[src/rtl/wb_stage_if.sv]
// wb_stage_if
//   Bundles the M-to-W pipeline slot and the register-file write port
//   of the write-back stage.
//   slave  : used by wb_stage. It receives the M-stage slot and the
//            en/clr controls, and drives the W outputs.
//   master : used by whatever drives the M stage, such as the bench.
//   Signals:
//     en, clr      capture enable / synchronous bubble insert
//     m_*          M-stage instruction slot
//     WAddr        register file write address (0 = no write)
//     WriteData    register file write data
//     WritePC      PC of the instruction being written
//     w_valid      W holds a real instruction
//     retire_count instructions captured since reset
interface wb_stage_if;
  logic        en;
  logic        clr;
  logic        m_valid;
  logic [31:0] m_pc;
  logic [4:0]  m_waddr;
  logic [1:0]  m_wsel;
  logic [31:0] m_alu_result;
  logic [31:0] m_mem_rdata;
  logic [2:0]  m_load_type;
  logic [4:0]  WAddr;
  logic [31:0] WriteData;
  logic [31:0] WritePC;
  logic        w_valid;
  logic [31:0] retire_count;

  modport slave (
    input  en, clr, m_valid, m_pc, m_waddr, m_wsel,
           m_alu_result, m_mem_rdata, m_load_type,
    output WAddr, WriteData, WritePC, w_valid, retire_count
  );

  modport master (
    output en, clr, m_valid, m_pc, m_waddr, m_wsel,
           m_alu_result, m_mem_rdata, m_load_type,
    input  WAddr, WriteData, WritePC, w_valid, retire_count
  );
endinterface

[src/rtl/wb_stage.sv]
// wb_stage
//   Write-back stage of the five-stage MIPS pipeline. It registers the
//   M-stage result and selects the write-back value: ALU result,
//   extended load data, or PC+8. It drives the register file write port
//   and counts retired instructions.
//   Bubbles are encoded as write address 0, because the register file
//   has no write enable.
//   Ports:
//     clk    pipeline clock, rising edge
//     reset  asynchronous, active-high; clears all state immediately
//     bus    wb_stage_if.slave (M-stage slot in, write port out)
module wb_stage #(
  parameter logic [31:0] RESET_PC = 32'h0000_3000
) (
  input  logic        clk,
  input  logic        reset,
  wb_stage_if.slave   bus
);

  logic [4:0]  r_waddr;
  logic [31:0] r_wdata;
  logic [31:0] r_wpc;
  logic        r_valid;
  logic [31:0] r_retire_count;

  logic [7:0]  w_byte;
  logic [15:0] w_half;
  logic [31:0] w_load_data;
  logic [31:0] w_sel_data;
  logic [31:0] w_wdata;

  always_comb begin
    w_byte = bus.m_mem_rdata[7:0];
    case (bus.m_alu_result[1:0])
      2'd0:    w_byte = bus.m_mem_rdata[7:0];
      2'd1:    w_byte = bus.m_mem_rdata[15:8];
      2'd2:    w_byte = bus.m_mem_rdata[23:16];
      default: w_byte = bus.m_mem_rdata[31:24];
    endcase

    // Halfword loads ignore address bit 0.
    w_half = bus.m_alu_result[1] ? bus.m_mem_rdata[31:16] : bus.m_mem_rdata[15:0];

    // Undefined load types 5-7 fall back to a full-word load.
    case (bus.m_load_type)
      3'd1:    w_load_data = {{24{w_byte[7]}}, w_byte};
      3'd2:    w_load_data = {24'd0, w_byte};
      3'd3:    w_load_data = {{16{w_half[15]}}, w_half};
      3'd4:    w_load_data = {16'd0, w_half};
      default: w_load_data = bus.m_mem_rdata;
    endcase

    // Select code 3 is reserved and behaves as an ALU select.
    case (bus.m_wsel)
      2'd1:    w_sel_data = w_load_data;
      2'd2:    w_sel_data = bus.m_pc + 32'd8;
      default: w_sel_data = bus.m_alu_result;
    endcase

    // A write to $0 is a full no-op on the port, data included.
    w_wdata = (bus.m_waddr == 5'd0) ? 32'd0 : w_sel_data;
  end

  always_ff @(posedge clk or posedge reset) begin
    if (reset) begin
      r_waddr        <= 5'd0;
      r_wdata        <= 32'd0;
      r_wpc          <= RESET_PC;
      r_valid        <= 1'b0;
      r_retire_count <= 32'd0;
    end else if (bus.clr || (bus.en && !bus.m_valid)) begin
      r_waddr <= 5'd0;
      r_wdata <= 32'd0;
      r_wpc   <= RESET_PC;
      r_valid <= 1'b0;
    end else if (bus.en) begin
      r_waddr        <= bus.m_waddr;
      r_wdata        <= w_wdata;
      r_wpc          <= bus.m_pc;
      r_valid        <= 1'b1;
      // The counter includes instructions with no register write, such as stores and branches.
      r_retire_count <= r_retire_count + 32'd1;
    end
  end

  assign bus.WAddr        = r_waddr;
  assign bus.WriteData    = r_wdata;
  assign bus.WritePC      = r_wpc;
  assign bus.w_valid      = r_valid;
  assign bus.retire_count = r_retire_count;

endmodule

[src/flat_wrapper.sv]
// flat-port wrapper written by rule: the top's interface ports become plain ports
module wb_stage_flat 
#(
  parameter logic [31:0] RESET_PC = 32'h0000_3000
)
  (clk, reset, bus_en, bus_clr, bus_m_valid, bus_m_pc, bus_m_waddr, bus_m_wsel, bus_m_alu_result, bus_m_mem_rdata, bus_m_load_type, bus_WAddr, bus_WriteData, bus_WritePC, bus_w_valid, bus_retire_count);
  wb_stage_if bus_i ();
  input  logic clk;
  input  logic reset;
  input wire logic [$bits(bus_i.en)-1:0] bus_en;
  input wire logic [$bits(bus_i.clr)-1:0] bus_clr;
  input wire logic [$bits(bus_i.m_valid)-1:0] bus_m_valid;
  input wire logic [$bits(bus_i.m_pc)-1:0] bus_m_pc;
  input wire logic [$bits(bus_i.m_waddr)-1:0] bus_m_waddr;
  input wire logic [$bits(bus_i.m_wsel)-1:0] bus_m_wsel;
  input wire logic [$bits(bus_i.m_alu_result)-1:0] bus_m_alu_result;
  input wire logic [$bits(bus_i.m_mem_rdata)-1:0] bus_m_mem_rdata;
  input wire logic [$bits(bus_i.m_load_type)-1:0] bus_m_load_type;
  output wire logic [$bits(bus_i.WAddr)-1:0] bus_WAddr;
  output wire logic [$bits(bus_i.WriteData)-1:0] bus_WriteData;
  output wire logic [$bits(bus_i.WritePC)-1:0] bus_WritePC;
  output wire logic [$bits(bus_i.w_valid)-1:0] bus_w_valid;
  output wire logic [$bits(bus_i.retire_count)-1:0] bus_retire_count;
  assign bus_i.en = bus_en;
  assign bus_i.clr = bus_clr;
  assign bus_i.m_valid = bus_m_valid;
  assign bus_i.m_pc = bus_m_pc;
  assign bus_i.m_waddr = bus_m_waddr;
  assign bus_i.m_wsel = bus_m_wsel;
  assign bus_i.m_alu_result = bus_m_alu_result;
  assign bus_i.m_mem_rdata = bus_m_mem_rdata;
  assign bus_i.m_load_type = bus_m_load_type;
  assign bus_WAddr = bus_i.WAddr;
  assign bus_WriteData = bus_i.WriteData;
  assign bus_WritePC = bus_i.WritePC;
  assign bus_w_valid = bus_i.w_valid;
  assign bus_retire_count = bus_i.retire_count;
  wb_stage #(.RESET_PC(RESET_PC)) u_core (.clk(clk), .reset(reset), .bus(bus_i));
endmodule
[config.mk]
export PLATFORM = sky130hd
export DESIGN_NAME = wb_stage_flat
export DESIGN_NICKNAME = d
export VERILOG_FILES = /design/src/rtl/wb_stage_if.sv /design/src/rtl/wb_stage.sv /design/src/flat_wrapper.sv
export SDC_FILE = /design/constraint.sdc
export NUM_CORES = 1
export LEC_CHECK = 0
export ABC_AREA = 1
export CAP_MARGIN = 20
export CELL_PAD_IN_SITES_DETAIL_PLACEMENT = 0
export CELL_PAD_IN_SITES_GLOBAL_PLACEMENT = 1
export CORE_MARGIN = 1.5
export CORE_UTILIZATION = 30
export DETAILED_ROUTE_END_ITERATION = 8
export PLACE_DENSITY = 0.84
export REMOVE_ABC_BUFFERS = 1
export SETUP_SLACK_MARGIN = 0.02
export SYNTH_ARGS = -nofsm -noshare
export SYNTH_HDL_FRONTEND = slang
export SYNTH_SLANG_ARGS = --single-unit
[constraint.sdc]
create_clock -name clk -period 3.75 [get_ports clk]
set_clock_uncertainty 0.2 [all_clocks]
set_input_delay 0.75 -clock clk [delete_from_list [all_inputs] [get_ports clk]]
set_output_delay 0.75 -clock clk [all_outputs]
set_load 0.005 [all_outputs]
# After elaboration in Yosys (flattened, before gate mapping)
# Index checks and enable logic that the tools add are counted.
# classes
n_reduce_logical	7
n_addsub	2
n_bitwise	1
n_mux	13
n_eq_ne	8
# op_table
op	n
32-bit two-way mux	5
32-bit case mux with 4 select lines	1
32-bit case mux with 2 select lines	1
32-bit by 1-bit adder with 32-bit output, second input constant	1
32-bit by 4-bit adder with 32-bit output, second input constant	1
8-bit case mux with 3 select lines	1
16-bit two-way mux	1
5-bit two-way mux	2
3-bit by 2-bit equality test with 1-bit output, second input constant	2
5-bit logical NOT	1
2-bit by 1-bit equality test with 1-bit output, second input constant	2
2-bit equality test, second input constant	2
3-bit by 1-bit equality test with 1-bit output, second input constant	1
3-bit equality test, second input constant	1
2-bit logical NOT	1
1-bit two-way mux	2
2-bit AND reduction	1
2-bit nonzero test	1
1-bit logical AND	1
1-bit logical NOT	1
1-bit logical OR	1
1-bit NOT	1
# totals
reg_bits	102

# Depth between registers and ports, before layout
# Gate-level depths: netlist of run 1.
# logic_depth
depth_word	7
mapped_depth	13
depth_no_buf	12

# Least setup slack after synthesis of run 1
# Ideal clock, no wire load.
# synth_timing
kind	input -> register
from	input bus_m_alu_result[1]
to	register u_core.r_wdata[16], in the netlist u_core.bus.WriteData[16]
n_path_buf	2
required_time_ps	3434
setup_slack_ps	1700
cell_stages	12
arrival_ps	1733
path_cell_list	buf_6 inv_2 nand2_1 nand2_1 nand2_2 nand3_2 nand3_4 buf_8 nand2_2 nand3_2 nand2_1 nand2_1
# synth_between
elab_chain_len	7
word_cells_on_any_way	10
# synth_rtl
item	line	rtl
start: declaration	flat_wrapper.sv:16	input wire logic [$bits(bus_i.m_alu_result)-1:0] bus_m_alu_result;
2-bit equality test (tied with other cells)	wb_stage.sv:34	case (bus.m_alu_result[1:0])
8-bit case mux with 3 select lines	wb_stage.sv:34	
32-bit case mux with 4 select lines (*)	wb_stage.sv:45	case (bus.m_load_type)
32-bit case mux with 2 select lines (*)	wb_stage.sv:54	case (bus.m_wsel)
32-bit two-way mux (*)	wb_stage.sv:61	w_wdata = (bus.m_waddr == 5'd0) ? 32'd0 : w_sel_data;
32-bit two-way mux (*)	wb_stage.sv:76	end else if (bus.en) begin
32-bit two-way mux (*)	wb_stage.sv:71	end else if (bus.clr || (bus.en && !bus.m_valid)) begin
end signal: assignment	wb_stage.sv:78	r_wdata <= w_wdata;
end: declaration	wb_stage.sv:21	logic [31:0] r_wdata;
# Every way passes the cells marked *; elsewhere a longest branch is shown, timed or not. The select of a mux whose other input is x is not followed.
# A chain may end at the register's enable or synchronous reset.

# Worst setup path after layout of run 1
# layout_timing
from	input bus_m_alu_result[1]
to	register u_core.r_wdata[30], in the netlist u_core.bus.WriteData[30]
# The elaborated chain is that of the path after synthesis.

==> metrics.md, run 1 <==
| Metric | Value |
|---|---|
| Status | finished clean |
| Worst vdd ir | 189 uV |
| DP HPWL | 20.8 mm |
| Vias in the first global route | 7398 |
| Final instance area | 9720 sq um |
| Critical setup path kind | in2reg |
| Chip Width | 155 um |
| NumNets Final | 1369 |
| Placed cells | 1528 |
| Most crowded layer after global routing | met2 |
| Class of the worst hold path | reg2reg |
| CTS Root Cell | clkbuf_16 |
| Die area | 24200 sq um |
| DR vias | 7583 |
| DRT iter0 DRCs | 418 |
| Final hold vios | 0 |
| R2R setup slack | 1750 ps |
| Post-CTS resize count | 0 |
| Total Routing Usage GR | 22.1% |
| Final Max Slew Viols | 0 |
| Total Power | 3.14 mW |
| CORE AREA | 22700 sq um |
| CTS buffer count | 9 |
| CTS Buffer Depth | 2 |
| Synth cell types | 37 |
| Final Hold Slack | 284 ps |
| Post-route ant nets | 0 |
| Fmax | 368 MHz |
| Worst-skew pair later-pin latency | 360 ps |
| Setup_tns | 0 ps |
| Yosys warns | 0 |
| CTS Hold Buffers Added | 0 |
| Most frequent cells in the layout | nand2_1 (357), clkdlybuf4s50_1 (212), nor2_1 (158), inv_1 (103), dfrtp_1 (100) |
| Worst path cell trace | clkdlybuf4s50_1 -> buf_4 -> nor2_4 -> nand2_1 -> nand2_2 -> nand3_2 -> nand3_4 -> nand3_1 -> nand3_1 -> nand2_1 -> nand2_1 |
| Max FO, Critical Path | 18 |
| Post-synth ARST share | 100% |
| Setup-failing EPs final | 0 |
| P_leak | 4.55 nW |
| Post-synth EDFFs | 0 |
| CP dominant cell by count | nand2_1 |
| Crit. End Element | register |
| Grt ovf | 0 |
| Initial antenna violation count | 0 |
| Clock-pin slew on the worst setup and hold paths | 70 ps |
| Final min period | 2720 ps |
| P&R area growth vs syn | 39.4% |
| Layout cell share with drive strength beyond 1 | 6.43% |
| Avg WL per Cell | 17.1 um |
| Synth Flop Type | dfrtp_1 |
| Largest net degree at the start of global routing | 69 |
| Most common cell after layout, fill and taps aside | nand2_1 |
| Setup WS post-layout | 1030 ps |
| Max_cap viols | 0 |
| DRT Wirelength | 26.4 mm |
| Drt pass-1 iters | 5 |
| Global-route wire length before repair | 41.2 mm |
| Clock sink count | 102 |
| Pre-CTS WS | 697 ps |
| Worst endpoint required time | 3800 ps |
| Placed cell area | 9380 sq um |
| H-tree levels | 3 |
| Via-per-instance ratio | 4.91 |
| # diodes | 0 |
| Layout Cells excl Fill | 1544 |
| Gpl congestion | 0.931 |
| IO Port Bufs | 212 |
| Cells after Synth | 1052 |
| PD cells | 323 nW/um^2 |
| Startpoint Class | primary input |
| DRC viols | 0 |
| Worst EP arrival | 2770 ps |
| Slew margin rel. | 47.7% |
| Slowest stage delay, CP | 680 ps |
| Met3 Use GR | 4.04% |
| Die Height | 155 um |
| Fillers | 2433 |
| Row cnt | 55 |
| Final period util | 72.5% |
| Syn avg cell area | 6.63 sq um |
| CP max-delay cell | clkdlybuf4s50_1 |
| Transition time at the pin with the least slew margin | 785 ps |
| Util after Layout | 42.8% |
| Unrepaired setup endpoints after global routing | no |
| Sequential area share after synthesis | 36.7% |
| Flops & latches, synth | 102 |
| TritonCTS clock tree | done |
| GR Util met1 | 28.4% |
| GR met2 Demand/Resource | 38.5% |
| I/O Pins | 213 |
| Post-Syn Area | 6970 sq um |
| Starting density of the core | 30.7% |
| Post-CTS Setup Bufs | 0 |
-- synth_stat cells, drive strengths merged (2+ instances only) --
| cell | n | area share (%) |
|---|---|---|
| nand2 | 369 | 21 |
| nor2 | 167 | 9.8 |
| inv | 111 | 6.0 |
| nand3 | 105 | 8.8 |
| dfrtp | 100 | 36 |
| o21ai | 52 | 3.7 |
| a21oi | 36 | 2.6 |
| xor2 | 22 | 2.8 |
| buf | 19 | 2.3 |
| clkbuf | 17 | 0.92 |
| o211ai | 14 | 1.7 |
| nor3 | 8 | 0.57 |
| nand4 | 7 | 0.63 |
| xnor2 | 7 | 0.88 |
| a22o | 6 | 0.75 |
| ha | 4 | 0.72 |
| dfstp | 2 | 0.75 |
-- worst paths after layout --
| path | start | to | depth (start not counted) |
|---|---|---|---|
| setup / recovery | bus_m_alu_result[1] | u_core.bus.WriteData[30] | 11 |
| hold reg to reg | u_core.bus.WriteData[3] | u_core.bus.WriteData[3] | 2 |
| setup reg to reg | u_core.bus.retire_count[0] | u_core.bus.retire_count[24] | 8 |
| hold / removal | u_core.bus.WriteData[3] | u_core.bus.WriteData[3] | 2 |
| max in group asynchronous | reset | u_core.bus.WritePC[12] | 3 |
| min in group asynchronous | reset | u_core.bus.retire_count[30] | 2 |
-- kinds of logic (layout without fill, tap and decap cells) --
| group | after synthesis | after routing | share of synthesized area (%) |
|---|---|---|---|
| XOR/XNOR | 29 | 29 | 3.64 |
| adder cells (fa/ha/maj) | 4 | 4 | 0.718 |
| AO/OA/AOI/OAI | 111 | 111 | 9.17 |
| buffers and inverters | 148 | 355 | 9.28 |
| flip-flops | 102 | 102 | 36.7 |
| AND/OR/NAND/NOR | 658 | 658 | 40.5 |
-- flip-flops by register name, indices dropped and copies added, names as in the netlist --
signal / count
u_core.bus.WritePC: 32
u_core.bus.w_valid: 1
u_core.bus.retire_count: 32
u_core.bus.WAddr: 5
u_core.bus.WriteData: 32
-- power breakdown --
group | internal (mW) | leakage [nW] | switching (mW)
Sequential | 1.18 | 1.35 | 0.0695
Clock | 0.630 | 0.164 | 0.459
Combinational | 0.376 | 3.04 | 0.428
-- per-layer routing --
layer,share of wire (%),routed length (um),up-vias
met5,0,0,-
met4,1.7,442,0
met3,5.7,1520,27
met2,48,12800,264
met1,44,11700,3579
li1,-,-,3713
-- final cells by class --
| class | count | area (sq um) | share of cell area [%] |
|---|---|---|---|
| inverter | 112 | 425 | 4.38 |
| multi-input combinational | 802 | 3780 | 38.9 |
| tap | 285 | 357 | 3.67 |
| timing repair buffer | 227 | 2260 | 23.2 |
| sequential | 102 | 2550 | 26.3 |
| clock inverter | 5 | 87.6 | 0.901 |
| clock buffer | 11 | 253 | 2.60 |
-- critical path: cells and delay by family --
family / cells / cell delay (ps)
simple gates: 9 / 1030
buf+inv: 2 / 970
No activity file was read; power rests on OpenSTA's default activity.
==> run 2, diff against run 1 <==
==> constraint.sdc (replaced) <==
create_clock -name clk -period 2.3 [get_ports clk]
set_clock_uncertainty 0.2 [all_clocks]
set_input_delay 0.46 -clock clk [delete_from_list [all_inputs] [get_ports clk]]
set_output_delay 0.46 -clock clk [all_outputs]
set_load 0.005 [all_outputs]
==> metrics.md, run 2 (synthesized netlist as in run 1, its figures left out) <==
| Metric | Value |
|---|---|
| Chip Width | 155 um (unchanged) |
| P&R area growth vs syn | 50.1% |
| CTS Buffer Depth | 2 (unchanged) |
| DRT iter0 DRCs | 368 (-12%) |
| Global-route wire length before repair | 42.2 mm (+2.5%) |
| TritonCTS clock tree | done |
| CP dominant cell by count | nand2_1 |
| Slowest stage delay, CP | 590 ps (-90 ps) |
| Util after Layout | 46.1% (+3.3 points) |
| Worst path cell trace | clkdlybuf4s50_1 -> nand2_1 -> nor2_2 -> buf_4 -> nand2_1 -> nor2_1 -> nand2_1 -> nand3_1 -> nand2_1 -> inv_1 -> nand2_1 -> nand2_1 -> nand2_1 |
| Largest net degree at the start of global routing | 64 (-7.2%) |
| Worst-skew pair later-pin latency | 350 ps (about the same) |
| Class of the worst hold path | reg2reg |
| Slew margin rel. | 74.3% (+27 points) |
| R2R setup slack | 290 ps (-1460 ps) |
| Post-CTS Setup Bufs | 0 (unchanged) |
| I/O Pins | 213 (unchanged) |
| Setup-failing EPs final | 0 (unchanged) |
| Worst EP arrival | 2230 ps (-540 ps) |
| Most common cell after layout, fill and taps aside | nand2_1 |
| Max FO, Critical Path | 3 (-15) |
| Crit path max-delay family | simple AND/OR/NAND/NOR gates |
| DRT Wirelength | 27.0 mm (+2.1%) |
| Drt pass-1 iters | 5 (unchanged) |
| H-tree levels | 3 (unchanged) |
| Placed cell area | 10100 sq um (+8.2%) |
| Met3 Use GR | 4.12% (+0.084 points) |
| Most frequent cells in the layout | nand2_1 (357), clkdlybuf4s50_1 (212), nor2_1 (157), inv_1 (103), dfrtp_1 (100) |
| Final Max Slew Viols | 0 (unchanged) |
| DR vias | 7789 (+2.7%) |
| Via-per-instance ratio | 4.78 (-2.7%) |
| Final min period | 2180 ps |
| Avg WL per Cell | 16.6 um (-3.3%) |
| Layout cell share with drive strength beyond 1 | 12.5% (+6.1 points) |
| Die Height | 155 um (unchanged) |
| PD cells | 491 nW/um^2 (+52%) |
| # diodes | 0 (unchanged) |
| Most crowded layer after global routing | met2 |
| P_leak | 4.99 nW (+9.8%) |
| DP HPWL | 21.7 mm (+3.9%) |
| Post-CTS resize count | 0 (unchanged) |
| GR Util met1 | 28.2% (-0.13 points) |
| Clock sink count | 102 (unchanged) |
| Row cnt | 55 (unchanged) |
| Final period util | 94.6% |
| CP max-delay cell | clkdlybuf4s50_1 |
| Unrepaired setup endpoints after global routing | no |
| Fillers | 2353 (-3.3%) |
| Critical setup path kind | in2reg |
| Worst vdd ir | 305 uV (+61%) |
| Total Power | 5.13 mW (+63%) |
| Post-route ant nets | 0 (unchanged) |
| Clock-pin slew on the worst setup and hold paths | 80 ps (about the same) |
| Max_cap viols | 0 (unchanged) |
| Total Routing Usage GR | 22.8% (+0.68 points) |
| WP buf/inv | 3 (+1) |
| Startpoint Class | primary input |
| Gpl congestion | 0.923 (-0.90%) |
| Transition time at the pin with the least slew margin | 385 ps (-400 ps) |
| CTS Hold Buffers Added | 0 (unchanged) |
| Status | finished clean |
| CTS Root Cell | clkbuf_16 |
| Starting density of the core | 30.7% (unchanged) |
| Worst endpoint required time | 2360 ps (-1440 ps) |
| Die area | 24200 sq um (unchanged) |
| Initial antenna violation count | 1 (+1) |
| CTS buffer count | 9 (unchanged) |
| GR met2 Demand/Resource | 40.8% (+2.3 points) |
| Vias in the first global route | 7807 (+5.5%) |
| Crit. End Element | register |
| Setup_tns | 0 ps (unchanged) |
| NumNets Final | 1455 (+6.3%) |
| Grt ovf | 0 (unchanged) |
| Final hold vios | 0 (unchanged) |
| Fmax | 459 MHz |
| DRC viols | 0 (unchanged) |
| Final instance area | 10500 sq um (+7.6%) |
| IO Port Bufs | 212 (unchanged) |
| Final Hold Slack | 277 ps (-7.42 ps) |
| CORE AREA | 22700 sq um (unchanged) |
-- run 2: cell types whose count changed in the layout (fill, tap and decap cells not counted), sizes merged --
cell and delta:
buf +86, clkinvlp +1, bufinv -1, clkinv +2, clkbuf -2
-- run 2: power breakdown --
part | internal (mW) | leakage (nW) | switching (mW)
clock | 0.861 | 0.144 | 0.777
combinational | 0.741 | 3.50 | 0.718
sequential | 1.92 | 1.35 | 0.113
-- run 2: path summary, 6_finish.rpt --
path / start / endpoint / cells after the start
setup / recovery: bus_m_pc[7] / u_core.bus.WriteData[14] / 13
hold / removal: u_core.bus.WritePC[6] / u_core.bus.WritePC[6] / 2
setup reg to reg: u_core.bus.retire_count[0] / u_core.bus.retire_count[26] / 8
hold reg to reg: u_core.bus.WritePC[6] / u_core.bus.WritePC[6] / 2
max in group asynchronous: reset / u_core.bus.WritePC[12] / 3
min in group asynchronous: reset / u_core.bus.WritePC[3] / 3
-- run 2: final cells by class --
cell class / count / area [sq um] / area share [%]
tap: 285 / 357 / 3.41
clock buffer: 9 / 225 / 2.15
multi-input combinational: 802 / 3780 / 36.2
sequential: 102 / 2550 / 24.4
clock inverter: 7 / 82.6 / 0.789
timing repair buffer: 313 / 3030 / 29.0
inverter: 112 / 425 / 4.07
-- run 2: metrics by stage --
step	std cells	setup WS, ps
after floorplan	1016	-1030
after global placement	1614	-288
after detailed placement	1614	-288
after CTS	1630	108
after global routing	1630	55.9
final	1630	123
-- run 2: routing by layer --
layer / routed length [um] / part of all wire [%]
met3: 1600 / 5.9
met1: 11500 / 43
met2: 13500 / 50
met4: 346 / 1.3
met5: 12 / 0.044
-- run 2: tightest hold or removal path, stage by stage, from the launching register on --
cell	delay, ps
dfrtp_1	350
nand2_1	60
nand2_1	40
==> run 3, diff against run 2 <==
--- a/config.mk
+++ b/config.mk
@@ -15,6 +15,7 @@
 export PLACE_DENSITY = 0.84
 export REMOVE_ABC_BUFFERS = 1
 export SETUP_SLACK_MARGIN = 0.02
+export SLEW_MARGIN = 20
 export SYNTH_ARGS = -nofsm -noshare
 export SYNTH_HDL_FRONTEND = slang
 export SYNTH_SLANG_ARGS = --single-unit
==> results of run 3 <==
The final DEF is identical to that of run 2; final timing and power are the same.
